## src/rtl/depth_sweep_ctrl.sv

```systemverilog
// Parses an ASCII decimal stream, counts values that exceed their predecessor,
// and on end-of-input streams the count out as decimal ASCII followed by a newline.
module depth_sweep_ctrl #(
  parameter int          NWIDTH   = 16,
  parameter logic [7:0]  END_BYTE = 8'h04
) (
  input  logic        clk,
  input  logic        reset,
  input  logic [7:0]  rx_data,
  input  logic        rx_valid,
  output logic [7:0]  tx_data,
  output logic        tx_valid,
  input  logic        tx_ready,
  output logic [15:0] count,
  output logic        busy,
  output logic        overrun,
  output logic [7:0]  leds
);

  typedef enum logic [1:0] {S_PARSE, S_CONV, S_SEND, S_NL} state_t;

  state_t              r_state, w_state_next;
  logic [NWIDTH-1:0]   r_cur, w_cur_next;
  logic [NWIDTH-1:0]   r_prev, w_prev_next;
  logic                r_have_digit, w_have_digit_next;
  logic                r_have_prev, w_have_prev_next;
  logic [15:0]         r_count, w_count_next;
  logic [15:0]         r_rem, w_rem_next;
  logic [2:0]          r_pos, w_pos_next;
  logic [3:0]          r_digit, w_digit_next;
  logic                r_started, w_started_next;
  logic [7:0]          r_tx_data, w_tx_data_next;
  logic                r_tx_valid, w_tx_valid_next;
  logic                r_overrun, w_overrun_next;

  logic                w_is_digit;
  logic [NWIDTH-1:0]   w_cur_acc;
  logic                w_inc;
  logic [15:0]         w_count_fin;
  logic [15:0]         w_pow;

  assign w_is_digit  = (rx_data >= 8'h30) && (rx_data <= 8'h39);
  // cur*10 as shift-add; the low nibble of an ASCII digit is its value
  assign w_cur_acc   = (r_cur << 3) + (r_cur << 1) + NWIDTH'(rx_data[3:0]);
  assign w_inc       = r_have_digit && r_have_prev && (r_cur > r_prev) &&
                       (r_count != 16'hFFFF);
  assign w_count_fin = r_count + 16'(w_inc);

  always_comb begin
    w_pow = 16'd1;
    case (r_pos)
      3'd4:    w_pow = 16'd10000;
      3'd3:    w_pow = 16'd1000;
      3'd2:    w_pow = 16'd100;
      3'd1:    w_pow = 16'd10;
      default: w_pow = 16'd1;
    endcase
  end

  always_comb begin
    w_state_next      = r_state;
    w_cur_next        = r_cur;
    w_prev_next       = r_prev;
    w_have_digit_next = r_have_digit;
    w_have_prev_next  = r_have_prev;
    w_count_next      = r_count;
    w_rem_next        = r_rem;
    w_pos_next        = r_pos;
    w_digit_next      = r_digit;
    w_started_next    = r_started;
    w_tx_data_next    = r_tx_data;
    w_tx_valid_next   = r_tx_valid;
    w_overrun_next    = r_overrun | (rx_valid && (r_state != S_PARSE));

    case (r_state)
      S_PARSE: begin
        if (rx_valid) begin
          if ((rx_data == END_BYTE) || (rx_data == 8'h0A)) begin
            if (r_have_digit) begin
              w_count_next      = w_count_fin;
              w_prev_next       = r_cur;
              w_have_prev_next  = 1'b1;
              w_cur_next        = '0;
              w_have_digit_next = 1'b0;
            end
            if (rx_data == END_BYTE) begin
              // w_count_fin equals r_count when nothing was pending
              w_state_next   = S_CONV;
              w_rem_next     = w_count_fin;
              w_pos_next     = 3'd4;
              w_digit_next   = 4'd0;
              w_started_next = 1'b0;
            end
          end else if (w_is_digit) begin
            w_cur_next        = w_cur_acc;
            w_have_digit_next = 1'b1;
          end
        end
      end

      S_CONV: begin
        if (r_rem >= w_pow) begin
          w_rem_next   = r_rem - w_pow;
          w_digit_next = r_digit + 4'd1;
        end else if ((r_digit != 4'd0) || r_started || (r_pos == 3'd0)) begin
          w_tx_data_next  = 8'h30 | {4'h0, r_digit};
          w_tx_valid_next = 1'b1;
          w_state_next    = S_SEND;
        end else begin
          w_pos_next   = r_pos - 3'd1;
          w_digit_next = 4'd0;
        end
      end

      S_SEND: begin
        if (r_tx_valid && tx_ready) begin
          w_tx_valid_next = 1'b0;
          w_started_next  = 1'b1;
          if (r_pos == 3'd0) begin
            w_state_next = S_NL;
          end else begin
            w_pos_next   = r_pos - 3'd1;
            w_digit_next = 4'd0;
            w_state_next = S_CONV;
          end
        end
      end

      S_NL: begin
        if (!r_tx_valid) begin
          w_tx_data_next  = 8'h0A;
          w_tx_valid_next = 1'b1;
        end else if (tx_ready) begin
          // run complete: forget everything except the sticky overrun flag
          w_tx_valid_next   = 1'b0;
          w_count_next      = 16'd0;
          w_cur_next        = '0;
          w_prev_next       = '0;
          w_have_digit_next = 1'b0;
          w_have_prev_next  = 1'b0;
          w_state_next      = S_PARSE;
        end
      end

      default: w_state_next = S_PARSE;
    endcase
  end

  always_ff @(posedge clk) begin
    if (reset) begin
      r_state      <= S_PARSE;
      r_cur        <= '0;
      r_prev       <= '0;
      r_have_digit <= 1'b0;
      r_have_prev  <= 1'b0;
      r_count      <= 16'd0;
      r_rem        <= 16'd0;
      r_pos        <= 3'd0;
      r_digit      <= 4'd0;
      r_started    <= 1'b0;
      r_tx_data    <= 8'h00;
      r_tx_valid   <= 1'b0;
      r_overrun    <= 1'b0;
    end else begin
      r_state      <= w_state_next;
      r_cur        <= w_cur_next;
      r_prev       <= w_prev_next;
      r_have_digit <= w_have_digit_next;
      r_have_prev  <= w_have_prev_next;
      r_count      <= w_count_next;
      r_rem        <= w_rem_next;
      r_pos        <= w_pos_next;
      r_digit      <= w_digit_next;
      r_started    <= w_started_next;
      r_tx_data    <= w_tx_data_next;
      r_tx_valid   <= w_tx_valid_next;
      r_overrun    <= w_overrun_next;
    end
  end

  assign tx_data  = r_tx_data;
  assign tx_valid = r_tx_valid;
  assign count    = r_count;
  assign busy     = (r_state != S_PARSE);
  assign overrun  = r_overrun;
  assign leds     = r_count[7:0];

endmodule
```

## config.mk

```make
export PLATFORM = sky130hd
export DESIGN_NAME = depth_sweep_ctrl
export DESIGN_NICKNAME = d
export VERILOG_FILES = /design/src/rtl/depth_sweep_ctrl.sv
export SDC_FILE = /design/constraint.sdc
export NUM_CORES = 1
export LEC_CHECK = 0
export ABC_AREA = 1
export CORE_MARGIN = 2
export CORE_UTILIZATION = 35
export DETAILED_ROUTE_END_ITERATION = 10
export SKIP_CTS_REPAIR_TIMING = 1
export SLEW_MARGIN = 15
export SYNTH_ARGS = -nofsm -noshare
export SYNTH_HDL_FRONTEND = slang
export SYNTH_SLANG_ARGS = --single-unit
```

## constraint.sdc

```tcl
create_clock -name clk -period 2.8 [get_ports clk]
set_input_delay 0.28 -clock clk [delete_from_list [all_inputs] [get_ports clk]]
set_output_delay 0.28 -clock clk [all_outputs]
set_load 0.03 [all_outputs]
```

==> results by group <==
Setup path
  – RR Startpoint: r_prev[1]$_SDFFE_PP0P_
  – Reg2Reg Setup Slack: 0.08 ns
  – Worst reg2reg endpoint: r_rem[8]$_SDFFE_PP0P_
  – Required @ worst endpoint: 3.09 ns
  – R2R cell count: 19
  – Critical path arrival: 3.01 ns
  – CP Capture Type: register
  – Startpoint Class: register
  – Worst Path Class, Setup: reg -> reg
  – Worst-path fanout max: 3

Floorplanning
  – Core Rows: 48
  – Die H: 137 um
  – Starting Density: 35.8%
  – Die width: 137 um
  – Die Area: 18,800 um2
  – IO Pins: 47
  – Core area: 17,300 um2

Min path
  – Hold Path Stages: 2
  – Hold Path Origin: reset
  – Hold Path End: count[12]$_SDFFE_PP0P_
  – Hold crit path type: in -> reg

STA
  – RSZ-0062 raised after global routing: true
  – Post-route setup slack: 0.0788 ns
  – Final Hold Viols: 0
  – Worst-Margin Slew: 0.661 ns
  – Worst slew margin relative to its limit: 55.9%
  – Fin. max-slew vios: 0
  – Setup violators final: 0
  – Final min period: 2.72 ns
  – Final Skew: 0.0133 ns
  – Maximum clock rate: 367 MHz
  – Fin crit share: 97.2%

Cells and area
  – NumNets Final: 1,118
  – Layout Area Growth over Synthesis: 26.7%
  – Post-route insts no fill: 1,266
  – Number of fill cells: 1,801
  – Share of cells above drive strength 1: 16.0%
  – Ant diodes: 0
  – Final Instance Area: 7850 um2

Clock network
  – Clock Sinks: 83
  – Root Driver: clkbuf_16
  – Clock buffer depth: 2
  – CTS H-tree lvls: 3
  – Worst-skew pair later-pin latency: 0.35 ns
  – Clock buffer count from CTS: 9
  – CTS tree: yes
  – Clock-pin slew on the worst setup and hold paths: 0.07 ns

Pwr
  – Pwr Density: 756 nW/um2
  – Leak: 3.56 nW
  – Maximum vdd ir drop: 0.364 mV

Routing
  – Post-route ant nets: 0
  – First-pass iteration count of the detailed router: 7
  – Wirelength per Cell: 12.8 um
  – Avg Vias per Cell: 4.82
  – Post-Route WL: 16.2 mm
  – # DRC: 0
  – DRT iter0 DRCs: 359
  – Detailed-route via count: 6,101

Placement
  – RePlAce Congestion: 0.900
  – I/O Buffers: 44
  – Post-place setup slack: -0.123 ns
  – Placed cell areas: 7110 um2
  – Dpl cells: 1,244
  – Hpwl dp: 12.0 mm

Synthesis
  – Mapped Area: 6200 um2
  – Synthesized instance count: 954
  – Synth unique cells: 39
  – Post-synthesis register bit count: 83
  – Syn_area_per_cell: 6.49 um2
  – Warnings, synthesis: 0
  – Seq/Total Area, Yosys: 26.8%

Global route
  – Initial antenna violation count: 0
  – Vias in the first global route: 5,649
  – First-pass GRT wire length: 26.8 mm
  – GRT Total Usage: 17.8%
  – Pin count of the biggest net entering global routing: 60
  – Global route overflow: 0

Job
  – Max Cap Viol: 0

Run status
  – Status: finished clean
-- per-layer routing --
| layer | track usage, % | up-vias | wire length [um] |
|---|---|---|---|
| li1 | - | 3219 | - |
| met1 | 25.2 | 2753 | 8120 |
| met2 | 28.3 | 119 | 7300 |
| met3 | 2.74 | 10 | 616 |
| met4 | 4.24 | 0 | 155 |
| met5 | 0 | - | 0 |
-- cell usage after synthesis --
| cell type | instances | area [um2] |
|---|---|---|
| or2_1 | 1 | 6.26 |
| nand3b_1 | 6 | 45.0 |
| ha_1 | 67 | 838 |
| xnor2_1 | 7 | 61.3 |
| nor3b_1 | 1 | 7.51 |
| o21bai_1 | 2 | 15.0 |
| buf_6 | 4 | 45.0 |
| nor3_1 | 7 | 35.0 |
| inv_1 | 111 | 417 |
| nand3_1 | 68 | 340 |
| a31oi_1 | 2 | 12.5 |
| buf_4 | 12 | 90.1 |
| nor4_1 | 2 | 12.5 |
| o21ai_0 | 20 | 100 |
| nand3_2 | 1 | 10.0 |
| nor2_1 | 76 | 285 |
| fa_1 | 3 | 60.1 |
| clkinv_1 | 1 | 3.75 |
| o21ai_4 | 1 | 16.3 |
| nand2_1 | 311 | 1170 |
| o41ai_1 | 1 | 8.76 |
| or2_2 | 4 | 25.0 |
| clkbuf_1 | 11 | 41.3 |
| a21oi_1 | 98 | 490 |
| or2_0 | 1 | 6.26 |
| a21boi_2 | 1 | 11.3 |
| nor2_8 | 1 | 20.0 |
| dfxtp_1 | 83 | 1660 |
| o211ai_1 | 3 | 22.5 |
| a22oi_1 | 5 | 37.5 |
| nand4_1 | 12 | 75.1 |
| xor2_1 | 18 | 158 |
| a21oi_2 | 1 | 8.76 |
| conb_1 | 1 | 3.75 |
| mux2i_1 | 1 | 10.0 |
| inv_2 | 3 | 11.3 |
| buf_2 | 5 | 25.0 |
| o31ai_1 | 1 | 7.51 |
| buf_1 | 1 | 3.75 |
-- worst max-delay path, cell delays in order (launching register included) --
cell	delay [ns]
dfxtp_2	0.33
inv_2	0.04
ha_4	0.27
a21oi_4	0.05
o31ai_4	0.22
nand2_1	0.07
o211ai_1	0.08
nand2_1	0.09
a21oi_2	0.14
ha_2	0.22
ha_4	0.16
nand3_4	0.09
nor2_4	0.17
buf_6	0.14
nand3_4	0.07
xor2_2	0.18
nand2_1	0.07
nand2_1	0.06
nand2_1	0.06
a21oi_2	0.13
-- per-stage QoR --
stage	power (mW)	hold WS [ns]	TNS, ns	utilization (%)
3_5_place_dp	4.33	0.456	-0.230	41.1
2_1_floorplan	3.45	0.425	0	-
3_3_place_gp	4.32	0.453	-0.0715	41.1
6_report	5.93	0.286	0	45.4
5_1_grt	6.48	0.292	-1.33	45.4
4_1_cts	5.58	0.274	-0.314	42.9
-- worst max-delay path by stage --
stage / to / cells past startpoint / slack (ns) / startpoint
finish: r_rem[8]$_SDFFE_PP0P_ / 19 / 0.08 / r_prev[1]$_SDFFE_PP0P_
global route: r_rem[10]$_SDFFE_PP0P_ / 19 / -0.18 / r_prev[3]$_SDFFE_PP0P_
CTS: r_rem[14]$_SDFFE_PP0P_ / 19 / -0.14 / r_prev[3]$_SDFFE_PP0P_
detailed placement: r_rem[14]$_SDFFE_PP0P_ / 19 / -0.12 / r_prev[3]$_SDFFE_PP0P_
global placement: r_rem[14]$_SDFFE_PP0P_ / 19 / -0.07 / r_prev[3]$_SDFFE_PP0P_
floorplan: r_rem[12]$_SDFFE_PP0P_ / 19 / 0.05 / r_pos[0]$_SDFFE_PP0P_
-- cell families after synthesis --
logic type,count (synthesis),synth area share (%)
AO/OA/AOI/OAI,135,11.8
adder cells (fa/ha/maj),70,14.5
multiplexers,1,0.162
buffers and inverters,148,10.3
AND/OR/NAND/NOR,491,32.9
other,1,0.0605
XOR/XNOR,25,3.53
flip-flops,83,26.8
-- placed cells by master (no fill, tap or decap), types with 5 or more instances in the layout --
master,n
nand3_4,5
nand2_2,10
inv_1,101
nand3b_1,6
buf_4,55
ha_1,59
nand2_1,299
dfxtp_2,13
nor2_2,5
nor3_1,6
nand4_1,12
clkdlybuf4s50_1,43
xnor2_1,5
xor2_1,15
dfxtp_1,70
nor2_1,67
inv_2,12
a22oi_1,5
clkbuf_16,9
nand3_1,58
o21ai_0,17
nand3_2,6
a21oi_1,93
-- report_power, final --
part / switching, mW / total (mW) / leakage (nW) / internal (mW)
logic: 2.01 / 3.33 / 2.74 / 1.32
registers: 0.0878 / 1.37 / 0.676 / 1.28
clock network: 0.538 / 1.23 / 0.142 / 0.696
total: 2.64 / 5.93 / 3.56 / 3.30
-- layout make-up --
type                    count  area [um2]  share of cell area, %
clock buffers               9         225                   2.87
clock inverters             7        76.3                  0.973
inverters                 115         437                   5.56
repair buffers            103         893                   11.4
multi-input cells         724        4260                   54.2
well taps                 225         282                   3.59
flip-flops and latches     83        1680                   21.4
-- flip-flops by register name, indices dropped and copies added (netlist names) --
register / count
r_started: 1
r_digit: 4
r_state: 2
tx_data: 5
r_cur: 16
r_pos: 3
r_have_prev: 1
r_have_digit: 1
count: 16
tx_valid: 1
r_prev: 16
r_rem: 16
overrun: 1
No activity file was read; power rests on OpenSTA's default activity.
